===== config.mk =====
export PLATFORM = sky130hd
export DESIGN_NAME = instr_fetch_unit
export DESIGN_NICKNAME = d
export VERILOG_FILES = /design/src/rtl/instr_fetch_unit.sv
export SDC_FILE = /design/constraint.sdc
export NUM_CORES = 1
export LEC_CHECK = 0
export CORE_ASPECT_RATIO = 1.4
export CORE_MARGIN = 5
export CORE_UTILIZATION = 30
export CTS_CLUSTER_DIAMETER = 80
export CTS_CLUSTER_SIZE = 8
export DETAILED_ROUTE_END_ITERATION = 7
export PLACE_DENSITY_LB_ADDON = 0.12
export RECOVER_POWER = 25
export SYNTH_ARGS = -nofsm -noshare
export SYNTH_HDL_FRONTEND = slang
export SYNTH_SLANG_ARGS = --single-unit

===== constraint.sdc =====
create_clock -name clk -period 3.5 [get_ports clk]
set_input_delay 0.7 -clock clk [delete_from_list [all_inputs] [get_ports clk]]
set_output_delay 0.7 -clock clk [all_outputs]
set_load 0.03 [all_outputs]

===== src/rtl/instr_fetch_unit.sv =====
// rtl/instr_fetch_unit.sv - sequential single-outstanding instruction fetch stage
//
// Owns the program counter and issues one instruction memory request at a time.
// It holds the returned word and its PC for decode until decode consumes it.
// On consume it selects the next PC from the redirect (PCSrc/PCTarget) or from PC + 4.
//
// Ports:
//   clk, rst (async, active-low)
//   imem_req/imem_addr/imem_gnt/imem_rvalid/imem_rdata - instruction memory handshake
//   instr/instr_pc/pc_plus4/instr_valid/instr_ready     - held instruction to decode
//   PCSrc/PCTarget                                      - redirect for the held instruction
//   misaligned                                          - sticky misaligned-target flag
//
// Optional feature: FETCH_MISALIGN_CHECK_EN.
//   When defined, a misaligned redirect halts fetch and sets `misaligned`.
//   When undefined, the target's low two bits are cleared instead.
module instr_fetch_unit #(
    parameter logic [31:0] RESET_PC  = 32'h0000_0000,
    parameter logic [31:0] NOP_INSTR = 32'h0000_0013
) (
    input  logic        clk,
    input  logic        rst,
    output logic        imem_req,
    output logic [31:0] imem_addr,
    input  logic        imem_gnt,
    input  logic        imem_rvalid,
    input  logic [31:0] imem_rdata,
    output logic [31:0] instr,
    output logic [31:0] instr_pc,
    output logic [31:0] pc_plus4,
    output logic        instr_valid,
    input  logic        instr_ready,
    input  logic        PCSrc,
`ifdef FETCH_MISALIGN_CHECK_EN
    input  logic [31:0] PCTarget,
    output logic        misaligned
`else
    input  logic [31:0] PCTarget
`endif
);

    typedef enum logic [2:0] {
        IDLE = 3'd0,
        REQ  = 3'd1,
        WAIT = 3'd2,
        HOLD = 3'd3,
        HALT = 3'd4
    } state_t;

    state_t      state_q, state_d;
    logic [31:0] pc_q, pc_d;
    logic [31:0] instr_q, instr_d;
    logic [31:0] instr_pc_q, instr_pc_d;
    logic        valid_q, valid_d;
    logic        req_q, req_d;
`ifdef FETCH_MISALIGN_CHECK_EN
    logic        mis_q, mis_d;
`endif

    always_comb begin
        state_d    = state_q;
        pc_d       = pc_q;
        instr_d    = instr_q;
        instr_pc_d = instr_pc_q;
        valid_d    = valid_q;
`ifdef FETCH_MISALIGN_CHECK_EN
        mis_d      = mis_q;
`endif
        case (state_q)
            IDLE: state_d = REQ;
            REQ: begin
                if (imem_gnt) begin
                    state_d = WAIT;
                end
            end
            WAIT: begin
                // A response in the grant cycle is never seen here, because the FSM was still in REQ.
                if (imem_rvalid) begin
                    instr_d    = imem_rdata;
                    instr_pc_d = pc_q;
                    valid_d    = 1'b1;
                    state_d    = HOLD;
                end
            end
            HOLD: begin
                if (valid_q && instr_ready) begin
                    valid_d = 1'b0;
                    instr_d = NOP_INSTR;
                    state_d = REQ;
`ifdef FETCH_MISALIGN_CHECK_EN
                    if (PCSrc && (PCTarget[1:0] != 2'b00)) begin
                        mis_d   = 1'b1;
                        state_d = HALT;
                    end else if (PCSrc) begin
                        pc_d = PCTarget;
                    end else begin
                        pc_d = instr_pc_q + 32'd4;
                    end
`else
                    pc_d = PCSrc ? (PCTarget & 32'hFFFF_FFFC) : (instr_pc_q + 32'd4);
`endif
                end
            end
            HALT: state_d = HALT;
            default: state_d = IDLE;
        endcase
    end

    // imem_req is registered, so it is computed from the state being entered.
    assign req_d = (state_d == REQ);

    always_ff @(posedge clk or negedge rst) begin
        if (!rst) begin
            state_q    <= IDLE;
            pc_q       <= RESET_PC;
            instr_q    <= NOP_INSTR;
            instr_pc_q <= 32'h0000_0000;
            valid_q    <= 1'b0;
            req_q      <= 1'b0;
`ifdef FETCH_MISALIGN_CHECK_EN
            mis_q      <= 1'b0;
`endif
        end else begin
            state_q    <= state_d;
            pc_q       <= pc_d;
            instr_q    <= instr_d;
            instr_pc_q <= instr_pc_d;
            valid_q    <= valid_d;
            req_q      <= req_d;
`ifdef FETCH_MISALIGN_CHECK_EN
            mis_q      <= mis_d;
`endif
        end
    end

    assign imem_req    = req_q;
    assign imem_addr   = pc_q;
    assign instr       = instr_q;
    assign instr_pc    = instr_pc_q;
    assign pc_plus4    = instr_pc_q + 32'd4;
    assign instr_valid = valid_q;
`ifdef FETCH_MISALIGN_CHECK_EN
    assign misaligned  = mis_q;
`endif

endmodule

==> flow_summary.ini <==
[status]
status = finished with violations
violations = capacitance limit, slew limit

[critical_path]
critPathMaxFanout = 7
path_class = flop to output pin
cp.required_ps = 2800
slowest_delay_ps = 710
timing.rr.end = imem_addr[26]
arrival_ps = 2600
r2r_slack_ps = 1400
reg2reg_depth = 7
r2r_start = instr_pc[2]
cpMaxStageDelayCell = clkdlybuf4s50_1
endpoint = pc_plus4[23]
endpoint_kind = output pin
startpoint = instr_pc[11]
critPathLaunchType = flop
crit_chain = nand4_2 > or2_4 > nor4_4 > xor2_1 > clkdlybuf4s50_1

[drt]
firstDrtPassIters = 4
wl_per_cell_um = 18.4
routed_wl_um = 15700
drc = 0
vias_per_cell = 4.86
num_vias = 4129
drtAntennaViolNets = 0
dr.first_iter.drc_count = 247

[synthesis]
syn_nets = 528
avgSynthCellArea_um2 = 10.4
synth-edff-count = 0
yosysMostFrequentCell = dfrtp_1
ys_seq_elements = 101
yosysTopAreaCell = dfrtp_1
synthCells = 457
synth_area_leaders = dfrtp_1, nand2_1, mux2_2
synth.top_cell.area_share_pct = 51.6
async_flop_share_pct = 100
yosysWarnings = 0
synth_cell_types = 46
netlist_top_cells_count = dfrtp_1, nand2_1, o21ai_0
ys_seq_area_share_pct = 53.3
synth_area_mm2 = 0.00475
synth-main-ff-cell = dfrtp_1

[job]
drv_cap = 1

[global_routing]
grt_pass1_vias = 4404
antenna_found_initial = 0
grt_usage_pct = 17.1
grt_max_degree = 71
grt_pass1_wl_um = 24800
overflow = 0

[timing]
finClkSkew_ps = 6.33
finalSetupViolCount = 0
post-route-period-util_pct = 94.3
period_needed_ps = 3300
fmax_mhz = 303
worst_slack_ps = 199
relSlewSlack_pct = -3.14
setup_tns_ps = 0
hold_viol = 0
worstMarginPinSlew_ps = 1550
rsz0062_at_grt = false
finalMaxSlewViolations = 60

[clock_tree]
ctsHtreeMaxLevel = 3
clk_pin_slew_ps = 70
cts_hold_buf = 0
cts-root-buf = clkbuf_16
cts_tree = yes
cts_sinks = 101
clock_latency_ps = 340
cts_buffers = 9
ctsLongestPathBuffers = 2

[power_and_ir_drop]
p_per_area_mw_per_mm2 = 934
total_power_mw = 6.85
cellLeakagePower_nw = 3.22
irDropWorstVdd_mv = 0.427

[layout]
final_nets = 720
fin_cells = 850
postLayoutCoreUtil_pct = 47.0
drive_gt1_share_pct = 12.2
n_antenna_cell = 0
synthToLayoutAreaGrowth_pct = 54.2

[placement]
pre_cts_ws_ps = 306
dp.cells = 834
io_buffers = 197
gp_congestion = 0.781
hpwl_um = 11500

[floorplan]
core_mm2 = 0.0156
die_w_um = 116
io_pins = 200
dieArea_mm2 = 0.0185
placementRows = 54
start_util_pct = 30.5
fp.dieH_um = 159

[hold_path]
hold_path.class = flop to flop
min_from = imem_addr[21]
[cells by family after synthesis]
| logic type | after synthesis | synth area share (%) |
|---|---|---|
| compound gates | 71 | 9.71 |
| xor+xnor | 27 | 5.13 |
| fa+ha+maj | 1 | 0.263 |
| buf+inv | 35 | 3.18 |
| flops | 101 | 53.3 |
| mux | 36 | 8.37 |
| simple gates | 186 | 20.1 |
[stage by stage]
step	cell area, µm²	hold WS [ps]
after floorplan	4750	404
after global placement	6990	486
after detailed placement	6990	498
after CTS	7320	453
after global routing	7330	543
final	7330	509
[cell usage in the layout (no fill, tap or decap), drive strengths merged, types with 3 or more instances in the layout]
| cell | instances |
|---|---|
| a221o | 19 |
| and3 | 22 |
| buf | 15 |
| clkbuf | 14 |
| clkdlybuf4s50 | 187 |
| dfrtp | 98 |
| dfstp | 3 |
| dlymetal6s2s | 6 |
| inv | 4 |
| mux2 | 30 |
| mux2i | 6 |
| nand2 | 89 |
| nand3 | 18 |
| nand4 | 8 |
| nor2 | 17 |
| nor3 | 11 |
| nor3b | 3 |
| nor4 | 6 |
| o21ai | 46 |
| or2 | 3 |
| xnor2 | 16 |
| xor2 | 11 |
[critical path, delay by kind of cell, from the launching register on]
family                 cells  cell delay (ps)
AND/OR/NAND/NOR            3              850
buffers and inverters      1              710
flip-flops                 1              470
XOR/XNOR                   1              210
[metal layers]
| layer | wire length (µm) | GRT usage [%] | vias up | share of wire, % |
|---|---|---|---|---|
| met5 | 0 | 0 | - | 0 |
| li1 | - | - | 1985 | - |
| met3 | 1320 | 5.55 | 6 | 8.4 |
| met1 | 6390 | 21.0 | 1995 | 41 |
| met4 | 167 | 3.80 | 0 | 1.1 |
| met2 | 7800 | 29.0 | 143 | 50 |
[final cells by class]
cell class	count	area (µm²)
fill	1526	8280
sequential	101	2530
timing repair buffer	212	2110
multi-input combinational	321	2100
clock buffer	12	256
tap	196	245
clock inverter	4	70.1
inverter	4	15.0
[repair_timing]
item | in CTS | in global routing
gates cloned | 0 | 0
gates resized for setup | 1 | 6
setup buffers | 0 | 0
endpoints found under the setup margin | 1 | 6
[registers in the layout, indices dropped and copies added (netlist names)]
register     cells
imem_addr       32
imem_req         1
instr           32
instr_pc        32
instr_valid      1
state_q          3
[power by group]
part           internal [mW]  switching (mW)
logic                   1.55            2.07
clock network          0.664           0.440
registers               1.64           0.487
[worst min-delay path by stage]
stage                          endpoint  slack, ps  depth (start not counted)
after detailed placement  imem_addr[21]        500                          2
after global placement     imem_addr[1]        490                          2
after CTS                 imem_addr[27]        450                          1
after floorplan            imem_addr[0]        400                          0
after global routing        instr_valid        540                          1
final                     imem_addr[21]        510                          2
(Power assumes the default switching activity.)
